--- config.mk ---
export PLATFORM = sky130hd
export DESIGN_NAME = pipe_mem_arbiter
export DESIGN_NICKNAME = d
export VERILOG_FILES = /design/src/rtl/pipe_arb_pkg.sv /design/src/rtl/pipe_arb_lat_cnt.sv /design/src/rtl/pipe_mem_arbiter.sv
export SDC_FILE = /design/constraint.sdc
export NUM_CORES = 1
export LEC_CHECK = 0
export BUFFER_PORTS_ARGS = -buffer_cell sky130_fd_sc_hd__buf_4
export CAP_MARGIN = 20
export CORE_AREA = 10 10 95 97
export CTS_BUF_LIST = sky130_fd_sc_hd__clkbuf_4 sky130_fd_sc_hd__clkbuf_8 sky130_fd_sc_hd__clkbuf_16
export DETAILED_ROUTE_END_ITERATION = 16
export DIE_AREA = 0 0 105 107
export PLACE_DENSITY = 0.73
export RECOVER_POWER = 50
export REMOVE_ABC_BUFFERS = 1
export SLEW_MARGIN = 20
export SYNTH_ARGS = -nofsm -noshare
export SYNTH_HDL_FRONTEND = slang
export SYNTH_SLANG_ARGS = --single-unit
--- constraint.sdc ---
create_clock -name clock -period 1.8 [get_ports clock]
set_input_delay 0.36 -clock clock [delete_from_list [all_inputs] [get_ports clock]]
set_output_delay 0.36 -clock clock [all_outputs]
set_load 0.03 [all_outputs]
--- src/rtl/pipe_arb_pkg.sv ---
// Shared encodings for the pipeline memory arbiter: FSM states, transaction owner, counter width.
package pipe_arb_pkg;

  localparam int unsigned LatCntW = 4;

  typedef enum logic {
    StIdle = 1'b0,
    StWait = 1'b1
  } state_e;

  typedef enum logic [1:0] {
    OwnNone = 2'd0,
    OwnIf   = 2'd1,
    OwnD    = 2'd2
  } owner_e;

endpackage

--- src/rtl/pipe_arb_lat_cnt.sv ---
// Memory latency counter: load to 1 on a grant, count up to MEM_LAT, flag done at MEM_LAT.
module pipe_arb_lat_cnt
  import pipe_arb_pkg::*;
#(
  parameter int unsigned MEM_LAT = 1
) (
  input  logic clk_i,
  input  logic rst_i,
  input  logic load_i,
  input  logic inc_i,
  input  logic clear_i,
  output logic done_o
);

  localparam logic [LatCntW-1:0] LatMax = LatCntW'(MEM_LAT);

  logic [LatCntW-1:0] cnt_q, cnt_d;

  always_comb begin
    cnt_d = cnt_q;
    if (load_i) begin
      cnt_d = LatCntW'(1);
    end else if (clear_i) begin
      cnt_d = '0;
    end else if (inc_i && (cnt_q != LatMax)) begin
      // Stops at LatMax so the 4-bit counter can never wrap.
      cnt_d = cnt_q + LatCntW'(1);
    end
  end

  always_ff @(posedge clk_i) begin
    if (rst_i) begin
      cnt_q <= '0;
    end else begin
      cnt_q <= cnt_d;
    end
  end

  assign done_o = (cnt_q == LatMax);

endmodule

--- src/rtl/pipe_mem_arbiter.sv ---
// Arbitrates one fixed-latency memory between IF fetch and MEM-stage data ports, data first.
// Optional fetch anti-starvation override is enabled by defining PIPE_ARB_FAIRNESS_EN.
module pipe_mem_arbiter
  import pipe_arb_pkg::*;
#(
  parameter int unsigned AW         = 32,
  parameter int unsigned DW         = 32,
  parameter int unsigned MEM_LAT    = 1,
  parameter int unsigned MAX_STARVE = 3
) (
  input  logic          clock,
  input  logic          reset,
  input  logic          if_req,
  input  logic [AW-1:0] if_addr,
  output logic          if_gnt,
  output logic          if_rvalid,
  output logic [DW-1:0] if_rdata,
  input  logic          d_req,
  input  logic          d_we,
  input  logic [AW-1:0] d_addr,
  input  logic [DW-1:0] d_wdata,
  output logic          d_gnt,
  output logic          d_rvalid,
  output logic [DW-1:0] d_rdata,
  output logic          mem_en,
  output logic          mem_we,
  output logic [AW-1:0] mem_addr,
  output logic [DW-1:0] mem_wdata,
  input  logic [DW-1:0] mem_rdata,
  output logic          stall_if,
  output logic          stall_d
);

  if ((MEM_LAT < 1) || (MEM_LAT > 15)) begin : g_bad_lat
    $error("pipe_mem_arbiter: MEM_LAT must be 1..15");
  end
  if (MAX_STARVE < 1) begin : g_bad_starve
    $error("pipe_mem_arbiter: MAX_STARVE must be at least 1");
  end

  state_e state_q, state_d;
  owner_e owner_q, owner_d;
  logic   lat_done, lat_load, lat_inc, lat_clear;
  logic   rsp, can_grant, pick_if, fetch_first;

  pipe_arb_lat_cnt #(
    .MEM_LAT (MEM_LAT)
  ) u_lat_cnt (
    .clk_i   (clock),
    .rst_i   (reset),
    .load_i  (lat_load),
    .inc_i   (lat_inc),
    .clear_i (lat_clear),
    .done_o  (lat_done)
  );

`ifdef PIPE_ARB_FAIRNESS_EN
  localparam int unsigned StarveW = (MAX_STARVE > 3) ? $clog2(MAX_STARVE + 1) : 2;
  localparam logic [StarveW-1:0] StarveMax = StarveW'(MAX_STARVE);

  logic [StarveW-1:0] starve_q, starve_d;

  always_comb begin
    starve_d = starve_q;
    if (if_gnt || !if_req) begin
      starve_d = '0;
    end else if (d_gnt && (starve_q != StarveMax)) begin
      starve_d = starve_q + StarveW'(1);
    end
  end

  always_ff @(posedge clock) begin
    if (reset) begin
      starve_q <= '0;
    end else begin
      starve_q <= starve_d;
    end
  end

  assign fetch_first = (starve_q == StarveMax);
`else
  assign fetch_first = 1'b0;
`endif

  // The memory is free when idle or in the cycle the current access returns its data.
  assign rsp       = ~reset & (state_q == StWait) & lat_done;
  assign can_grant = ~reset & ((state_q == StIdle) | lat_done);
  assign pick_if   = if_req & (~d_req | fetch_first);

  always_comb begin
    if_gnt    = can_grant & pick_if;
    d_gnt     = can_grant & d_req & ~pick_if;
    mem_en    = if_gnt | d_gnt;
    mem_we    = d_gnt & d_we;
    mem_addr  = '0;
    mem_wdata = '0;
    if (d_gnt) begin
      mem_addr  = d_addr;
      mem_wdata = d_wdata;
    end else if (if_gnt) begin
      mem_addr  = if_addr;
    end
    if_rvalid = rsp & (owner_q == OwnIf);
    d_rvalid  = rsp & (owner_q == OwnD);
    if_rdata  = mem_rdata;
    d_rdata   = mem_rdata;
    stall_if  = if_req & ~if_rvalid;
    stall_d   = d_req & ~d_rvalid;
  end

  always_comb begin
    state_d   = state_q;
    owner_d   = owner_q;
    lat_load  = 1'b0;
    lat_inc   = 1'b0;
    lat_clear = 1'b0;
    case (state_q)
      StIdle: begin
        if (mem_en) begin
          state_d  = StWait;
          owner_d  = d_gnt ? OwnD : OwnIf;
          lat_load = 1'b1;
        end
      end
      StWait: begin
        if (!lat_done) begin
          lat_inc = 1'b1;
        end else if (mem_en) begin
          owner_d  = d_gnt ? OwnD : OwnIf;
          lat_load = 1'b1;
        end else begin
          state_d   = StIdle;
          owner_d   = OwnNone;
          lat_clear = 1'b1;
        end
      end
      default: begin
        state_d = StIdle;
        owner_d = OwnNone;
      end
    endcase
  end

  always_ff @(posedge clock) begin
    if (reset) begin
      state_q <= StIdle;
      owner_q <= OwnNone;
    end else begin
      state_q <= state_d;
      owner_q <= owner_d;
    end
  end

endmodule
Yosys cells after proc, flatten, opt, wreduce, memory -nomap -nowiden
Cells that the tools add are included.
{"block": "totals", "inputBits": 133, "elab_cells": 56, "ff_bits": 7, "out_inout_bits": 136}
{"block": "classes", "n_bitwise": 20, "n_addsub": 1, "eq_ne": 6, "n_mux": 21, "reduce_logical": 4}
{"op": "$mux W32", "n": 3}
{"op": "$and A1 B1 Y1", "n": 12}
{"op": "$mux W1", "n": 11}
{"op": "$mux W2", "n": 4}
{"op": "$not A1 Y1", "n": 6}
{"op": "$add A4 B1 Y4 const B", "n": 1}
{"op": "$eq A4 B1 Y1 const B", "n": 1}
{"op": "$ne A4 B1 Y1 const B", "n": 1}
{"op": "$pmux W1 S2", "n": 2}
{"op": "$pmux W2 S2", "n": 1}
{"op": "$reduce_bool A3 Y1", "n": 1}
{"op": "$reduce_or A3 Y1", "n": 1}
{"op": "$eq A2 B1 Y1 const B", "n": 1}
{"op": "$eq A2 B2 Y1 const B", "n": 1}
{"op": "$ne A2 B1 Y1 const B", "n": 1}
{"op": "$ne A2 B2 Y1 const B", "n": 1}
{"op": "$or A1 B1 Y1", "n": 2}
{"op": "$reduce_and A2 Y1", "n": 1}
{"op": "$logic_and A1 B1 Y1", "n": 1}

Logic depth before layout (Yosys ltp)
Gate-level depths: netlist of the first run.
{"block": "depth", "depth_word": 11, "depth_mapped": 8, "depth_no_buf": 5}

Modules after synthesis
From an unflattened synthesis of the first run, not the netlist that was laid out.
{"block": "unflattened", "cells_unflattened": 188, "hier_area_um2": 1485.2}
{"mod": "pipe_mem_arbiter", "area_each_um2": 1256.2, "cells_per_inst": 162, "seq_area_each_um2": 60.1, "instances": 1}
{"mod": "pipe_arb_lat_cnt", "area_each_um2": 229.0, "cells_per_inst": 26, "seq_area_each_um2": 80.1, "instances": 1}

Worst setup path before layout of the first run
OpenSTA, ideal clock, no wires.
{"block": "synth_timing", "kind": "flip-flop to output port", "startpoint": "reg u_lat_cnt.cnt_q[0]", "endpoint": "out d_gnt", "path_slack_ps": -430, "arrival_time_ps": 1870, "n_path_buf": 3, "required_time_ps": 1440, "stages_incl_launch_ff": 8, "path_cell_list": "dfxtp_1 > ha_1 > or3b_1 > buf_6 > a21o_1 > buf_6 > buf_6 > nor2_1"}
{"block": "synth_via", "elab_chain_cells": 5}
{"item": "from (decl)", "line": "pipe_arb_lat_cnt.sv:17", "text": "logic [LatCntW-1:0] cnt_q, cnt_d;"}
{"item": "from (signal assigned)", "line": "pipe_arb_lat_cnt.sv:35", "text": "cnt_q <= cnt_d;"}
{"item": "$eq A4 B1 Y1", "line": "pipe_arb_lat_cnt.sv:39", "text": "assign done_o = (cnt_q == LatMax);"}
{"item": "$or A1 B1 Y1", "line": "pipe_mem_arbiter.sv:87", "text": "assign can_grant = ~reset & ((state_q == StIdle) | lat_done);"}
{"item": "$and A1 B1 Y1", "line": "pipe_mem_arbiter.sv:87"}
{"item": "$and A1 B1 Y1 (2 in a row)", "line": "pipe_mem_arbiter.sv:92", "text": "d_gnt = can_grant & d_req & ~pick_if;"}
{"item": "to (decl)", "line": "pipe_mem_arbiter.sv:22", "text": "output logic d_gnt,"}
No other way between the ends.

Final worst setup path of the first run
{"block": "layout_timing", "startpoint": "reg u_lat_cnt.cnt_q[1]", "endpoint": "out mem_wdata[31]"}
{"block": "layout_via", "elab_chain_cells": 6}
{"item": "$eq A4 B1 Y1", "line": "pipe_arb_lat_cnt.sv:39"}
{"item": "$or A1 B1 Y1", "line": "pipe_mem_arbiter.sv:87"}
{"item": "$and A1 B1 Y1", "line": "pipe_mem_arbiter.sv:87"}
{"item": "$and A1 B1 Y1 (2 in a row)", "line": "pipe_mem_arbiter.sv:92"}
{"item": "$mux W32", "line": "pipe_mem_arbiter.sv:97", "text": "if (d_gnt) begin"}
{"item": "to (decl)", "line": "pipe_mem_arbiter.sv:28", "text": "output logic [DW-1:0] mem_wdata,"}
No other way between the ends.

==> results of run 1 <==
-- per-layer routing --
metal / up-vias / track usage, %
met1: 1100 / 20.28
li1: 1075 / -
met3: 8 / 13.59
met2: 195 / 23.03
met4: 2 / 3.529
met5: - / 7.589
-- cell usage in the layout, fill, tap and decap left out, types with 2 or more instances in the layout --
cell type,instances
a21oi_4,25
buf_16,2
dfxtp_1,5
nor2_4,3
nand3_1,32
nand3b_1,2
a21oi_1,5
buf_4,117
buf_6,70
inv_1,3
o31a_1,2
o32ai_1,2
nor3_1,2
nand2_1,34
a31oi_1,2
dfxtp_2,2
nor2_1,4
nor3_2,2
and3_1,33
o21ai_0,2
buf_12,6
a21oi_2,8
clkbuf_8,3
-- flip-flops by register name, indices dropped and copies added, names as in the netlist --
name	flops
u_lat_cnt.cnt_q	4
owner_q	2
state_q	1
-- worst paths after layout --
| check | startpoint | endpoint | cells past startpoint |
|---|---|---|---|
| min reg2reg | owner_q[0]$_SDFFE_PP0P_ | owner_q[0]$_SDFFE_PP0P_ | 2 |
| max | u_lat_cnt.cnt_q[1]$_SDFFE_PP0P_ | mem_wdata[31] | 8 |
| max reg2reg | u_lat_cnt.cnt_q[1]$_SDFFE_PP0P_ | owner_q[0]$_SDFFE_PP0P_ | 7 |
| min | reset | state_q$_SDFF_PP0_ | 2 |
-- cell families (layout without fill, tap and decap cells) --
logic type	Yosys count	count (layout)	share of synthesized area [%]
and+or+nand+nor	118	118	33.66
buffers and inverters	95	204	35.54
DFF	7	7	7.805
muxes	1	1	0.6271
AOI/OAI and AO/OA	47	47	20.49
xor gates and xnor gates	1	1	0.4879
adders and majority gates	2	2	1.394
-- cell usage after synthesis, types with 4 or more instances --
cell	number
nor2_1	6
inv_1	4
buf_4	64
and3_1	33
buf_6	5
nand2_1	34
a21oi_2	27
a21oi_1	10
nand3_1	32
nor3_1	4
clkbuf_1	17
dfxtp_1	7
-- repair_timing --
action	CTS	global route
buffers inserted	4	3
cloned	3	0
endpoints found under the setup margin	72	74
pin swaps	2	1
resized for setup	98	20
endpoints found under the hold margin	0	0
hold buffers	0	0
-- metrics by stage --
| stage | power [W] | hold WS (ps) | std cells | utilization (%) | TNS, ps |
|---|---|---|---|---|---|
| final | 0.001368 | 397.8 | 479 | 48.42 | -29280 |
| after global routing | 0.001444 | 412.3 | 479 | 48.42 | -32690 |
| after CTS | 0.001340 | 394.5 | 477 | 46.55 | -29160 |
| after detailed placement | 0.0009347 | 539.9 | 466 | 38.50 | -13630 |
| after global placement | 0.0009247 | 526.7 | 466 | 38.50 | -11460 |
| after floorplan | 0.0005188 | 429.1 | 181 | - | -40160 |
-- critical path, stage by stage (launching register included) --
cell,delay (ps)
dfxtp_2,310
inv_2,60
ha_4,120
or3b_4,380
buf_4,150
a21oi_4,160
buf_12,170
and3_1,200
buf_6,140
-- power groups by stage --
stage	Sequential [W]	Clock, W	Combinational (W)
floorplan	0.000178	0	0.000341
global placement	0.000176	0	0.000749
detailed placement	0.000176	0	0.000759
CTS	0.000176	0.000245	0.000919
global route	0.000178	0.000258	0.00101
finish	0.000177	0.000242	0.000950
-- cell type report --
| class | count | share of cell area, % |
|---|---|---|
| clock buffers | 4 | 1.412 |
| inverters | 5 | 0.5431 |
| multi-input cells | 169 | 37.04 |
| flip-flops and latches | 7 | 4.127 |
| well taps | 99 | 3.584 |
| repair buffers | 195 | 53.29 |
==> flow_summary.json, run 1 <==
{
  "netlist_area_um2": 1795,
  "synth_edf_count": 0,
  "clkLatencyLatePin_ps": 230,
  "finalCritPeriodShare_pct": 127.5,
  "power.density_nw_per_um2": 396.0,
  "path_max_fanout": 33,
  "core_um2": 7137,
  "drt_iter0_drc": 53,
  "ys_warn_count": 0,
  "yosysSeqAreaShare_pct": 7.805,
  "fmax_mhz": 435.7,
  "cts.sink_count": 7,
  "cp.arrival_ps": 1940,
  "dpl_cell_area_um2": 2748,
  "fillers": 668,
  "wirelength_mm": 10.60,
  "antenna_found_initial": 0,
  "avgSynthCellArea_um2": 6.625,
  "worstHoldPathType": "in2reg",
  "dp_hpwl_mm": 8.198,
  "worstMarginPinSlew_ps": 418.6,
  "cts-root-buf": "clkbuf_8",
  "clk_pin_slew_ps": 40,
  "grt_pass1_wl_mm": 15.31,
  "grt-ovfl-total": 0,
  "cts_buffers": 3,
  "status": "finished with violations",
  "cts_tree": "done",
  "rsz0062_at_grt": "yes",
  "dieArea_um2": 11240,
  "rrSetupSlack_ps": 160,
  "clockBufferDepth": 2,
  "syn2layout_area_growth_pct": 92.47,
  "drt_first_pass_iters": 4,
  "htree_num_levels": 1,
  "synthArstFlopShare_pct": 0,
  "dieHeight_um": 107,
  "ant_nets": 0,
  "fin_crit_ps": 2295,
  "grt_max_degree": 42,
  "required_ps": 1440,
  "seq_power_share_pct": 12.9,
  "drive_above_1_share_pct": 64.47,
  "die_x_um": 105,
  "syn_inst": 271,
  "vias_per_cell": 4.969,
  "synthDistinctLibCells": 32,
  "swShare_pct": 41.25,
  "synth_top_area_share_pct": 26.76,
  "p_leak_nw": 1.625,
  "slew_headroom_pct": 72.09,
  "place_ws_ps": -262.9,
  "register_area_um2": 142.6,
  "hold_viol": 0,
  "nets": 516,
  "placementRows": 31,
  "layout_setup_ws_ps": -495.2,
  "yosysTopAreaCell": "buf_4",
  "wl_per_cell_um": 22.13,
  "dr_wl_met3_mm": 1.810,
  "violations": "setup timing",
  "crit_path_start_kind": "flip-flop",
  "multiInputGateArea_um2": 1280,
  "start_util_pct": 25.16,
  "fin_area_um2": 3456,
  "finalSetupViolations": 72,
  "grt_pass1_vias": 2484,
  "vias": 2380,
  "peakVddDrop_mv": 0.1780,
  "fin_worst_skew_ps": 0.3889,
  "diodes": 0,
  "wl_met2_mm": 4.240,
  "path_class": "reg2out",
  "slew_viol_final": 0,
  "clock_power_share_pct": 17.7,
  "io_pins": 269,
  "drc": 0,
  "top_layer": "met5",
  "maxCapViolCount": 0,
  "synth.area.top_cells": "buf_4 (27%), a21oi_2 (13%), and3_1 (11%)",
  "numPortBuffers": 172,
  "cp-end-kind": "output port",
  "synth-seq-cells": 7,
  "synth_ff_type": "dfxtp_1",
  "p_int_w": 0.0008039,
  "grt_usage_pct": 17.18,
  "p_sw_w": 0.0005645,
  "gp_congestion": 0.7498,
  "met1_length_mm": 4.382,
  "p_comb_share_pct": 69.4
}
Power figures use the tool's default switching activity.
==> run 2, diff against run 1 <==
ABC_AREA = 1   (was unset)
CORE_AREA = 10 10 96 98   (was 10 10 95 97)
DIE_AREA = 0 0 106 108   (was 0 0 105 107)
PLACE_DENSITY = 0.69   (was 0.73)
==> run 2 against run 1 <==
  * The run still ends with setup timing left
  * Register-to-register slack gained 140 ps
  * Sequential power is essentially flat
  * Largest power group unchanged
  * Clock skew is essentially flat
  * Combinational power shrank 13%
  * Largest cell class unchanged
  * Power shrank 8.5%
  * Non-clock buffer count shrank 7
  * Sequential cell count is the same
==> flow_summary.json, run 2 <==
{
  "status": "finished with violations",
  "violations": "setup timing",
  "drt_first_pass_iters": 4,
  "timing.rr.start": "u_lat_cnt.cnt_q[1]$_SDFFE_PP0P_",
  "synth_ff_type": "dfxtp_1",
  "die_x_um": 106,
  "drc": 0,
  "top_layer": "met5",
  "fin_worst_skew_ps": 0.8486,
  "fmax_mhz": 509.9,
  "synth.area.top_cells": "buf_4 (32%), nand2_1 (22%), inv_1 (9.9%)",
  "synth-seq-cells": 7,
  "layout_setup_ws_ps": -161.3,
  "worstPathCellList": "inv_2, ha_4, nand2_4, nand2_4, nand3_4, inv_8, buf_12, buf_12, nand2_2, nand2_2, buf_6",
  "vias_per_cell": 4.221,
  "wirelength_mm": 9.309,
  "grt_pass1_vias": 2298,
  "hold_viol": 0,
  "required_ps": 1440,
  "cts.sink_count": 7,
  "diodes": 0,
  "dr_wl_met3_mm": 1.994,
  "crit_slowest_cell": "dfxtp_2",
  "peakVddDrop_mv": 0.1682,
  "slew_headroom_pct": 77.46,
  "path_class": "reg2out",
  "yosysSeqAreaShare_pct": 8.791,
  "ys_warn_count": 0,
  "cp-startpoint": "u_lat_cnt.cnt_q[1]$_SDFFE_PP0P_",
  "cp-end-kind": "output port",
  "drt_iter0_drc": 36,
  "htree_num_levels": 1,
  "fin_area_um2": 2995,
  "start_util_pct": 21.40,
  "dieArea_um2": 11450,
  "synthDistinctLibCells": 24,
  "largest_register_ffs": 4,
  "p_total_w": 0.001252,
  "min-delay-start": "reset",
  "cp_slowest_stage_delay_ps": 310,
  "wl_per_cell_um": 18.18,
  "met1_length_mm": 3.452,
  "fin_crit_ps": 1961,
  "cts_buffers": 3,
  "finalSetupViolations": 66,
  "rsz0062_at_grt": "yes",
  "top_register": "u_lat_cnt.cnt_q",
  "seq_power_share_pct": 14.3,
  "clock_power_share_pct": 19.8,
  "finalCritPeriodShare_pct": 109.0,
  "wl_met2_mm": 3.739,
  "syn_inst": 291,
  "maxCapViolCount": 0,
  "dpl_cell_area_um2": 2566,
  "finalSetupTns_ps": -4803,
  "grt_usage_pct": 14.44,
  "p_leak_nw": 1.751,
  "gp_congestion": 0.7941,
  "power.density_nw_per_um2": 417.9,
  "grt_pass1_wl_mm": 12.91,
  "core_um2": 7447,
  "synth_edf_count": 0,
  "path_max_fanout": 8,
  "cts_tree": "done",
  "synth_top_area_share_pct": 31.55,
  "vias": 2161,
  "crit_path_start_kind": "flip-flop",
  "numPortBuffers": 172,
  "nets": 546,
  "final_common_cell": "buf_4",
  "dp_hpwl_mm": 7.472,
  "yosysTopAreaCell": "buf_4",
  "antenna_found_initial": 0,
  "avgSynthCellArea_um2": 5.478,
  "fillers": 789,
  "grt_max_degree": 36,
  "cp.arrival_ps": 1600,
  "worstHoldPathType": "in2reg",
  "dieHeight_um": 108,
  "rrSetupSlack_ps": 300,
  "clockBufferDepth": 2,
  "drive_above_1_share_pct": 60.98,
  "ant_nets": 0,
  "worstMarginPinSlew_ps": 336.6,
  "netlist_area_um2": 1594,
  "slew_viol_final": 0,
  "yosysMostFrequentCell": "nand2_1",
  "clk_pin_slew_ps": 40,
  "p_int_w": 0.0007396,
  "clkLatencyLatePin_ps": 230,
  "ys_top_cells_by_count": "nand2_1 (93), buf_4 (67), inv_1 (42), nor2_1 (40), nand2_2 (10)",
  "placementRows": 32,
  "top_regs": "u_lat_cnt.cnt_q: 4 flops, owner_q: 2 flops, state_q: 1 flops",
  "grt-ovfl-total": 0,
  "synthArstFlopShare_pct": 0,
  "syn2layout_area_growth_pct": 87.91,
  "p_sw_w": 0.0005122,
  "cts-root-buf": "clkbuf_8",
  "mostFrequentLayoutCells": "buf_4 (145), nand2_1 (65), inv_1 (41)",
  "swShare_pct": 40.92,
  "p_comb_share_pct": 65.9,
  "io_pins": 269
}
## run 2: worst paths after layout
kind / to / cells past startpoint
max: mem_addr[9] / 11
min: owner_q[0]$_SDFFE_PP0P_ / 2
max reg2reg: u_lat_cnt.cnt_q[1]$_SDFFE_PP0P_ / 9
min reg2reg: u_lat_cnt.cnt_q[2]$_SDFFE_PP0P_ / 2
## run 2: timing repair
item	CTS	global route
cloned	1	0
buffers inserted	4	2
setup endpoints to repair	70	70
pin swaps	7	12
resized for setup	55	37
hold buffers	0	0
## run 2: kinds of logic after synthesis
logic type | after synthesis | synth area share, %
adder cells (fa/ha/maj) | 2 | 1.570
XOR/XNOR | 1 | 0.5496
buffers and inverters | 117 | 45.13
AND/OR/NAND/NOR | 157 | 41.52
flip-flops | 7 | 8.791
AO/OA/AOI/OAI | 7 | 2.433
## run 2: area by class of cell
cell class | count | area (µm²) | share of cell area (%)
Clock buffer | 4 | 48.80 | 1.629
Multi-Input combinational cell | 167 | 862.1 | 28.78
Inverter | 44 | 185.2 | 6.182
Timing Repair Buffer | 188 | 1628 | 54.34
Sequential cell | 7 | 143.9 | 4.804
Tap cell | 102 | 127.6 | 4.261
## run 2: per-stage QoR
step | util, % | setup slack (ps) | instances | hold slack [ps]
after floorplan | - | -347.7 | 218 | 429.1
after global placement | 34.46 | -71.07 | 501 | 484.8
after detailed placement | 34.46 | -148.7 | 501 | 497.4
after CTS | 38.51 | -139.9 | 510 | 304.0
after global routing | 40.22 | -254.1 | 512 | 313.2
final | 40.22 | -161.3 | 512 | 306.8
## run 2: critical path: cells and delay by family, from the launching register on
family | cells | cell delay [ps]
buffers and inverters | 5 | 530
AND/OR/NAND/NOR | 5 | 360
flip-flops | 1 | 310
adder cells (fa/ha/maj) | 1 | 150
## run 2: routing by layer
layer,up-vias,global-route usage [%]
li1,1018,-
met5,-,4.202
met3,11,15.11
met4,2,2.708
met1,942,15.88
met2,188,18.55
## run 2: power groups by stage
stage          registers [W]  logic, W  clock network, W
2_1_floorplan       0.000178  0.000329                 0
3_3_place_gp        0.000177  0.000700                 0
3_5_place_dp        0.000178  0.000708                 0
4_1_cts             0.000178  0.000788          0.000253
5_1_grt             0.000180  0.000888          0.000267
6_report            0.000179  0.000825          0.000248
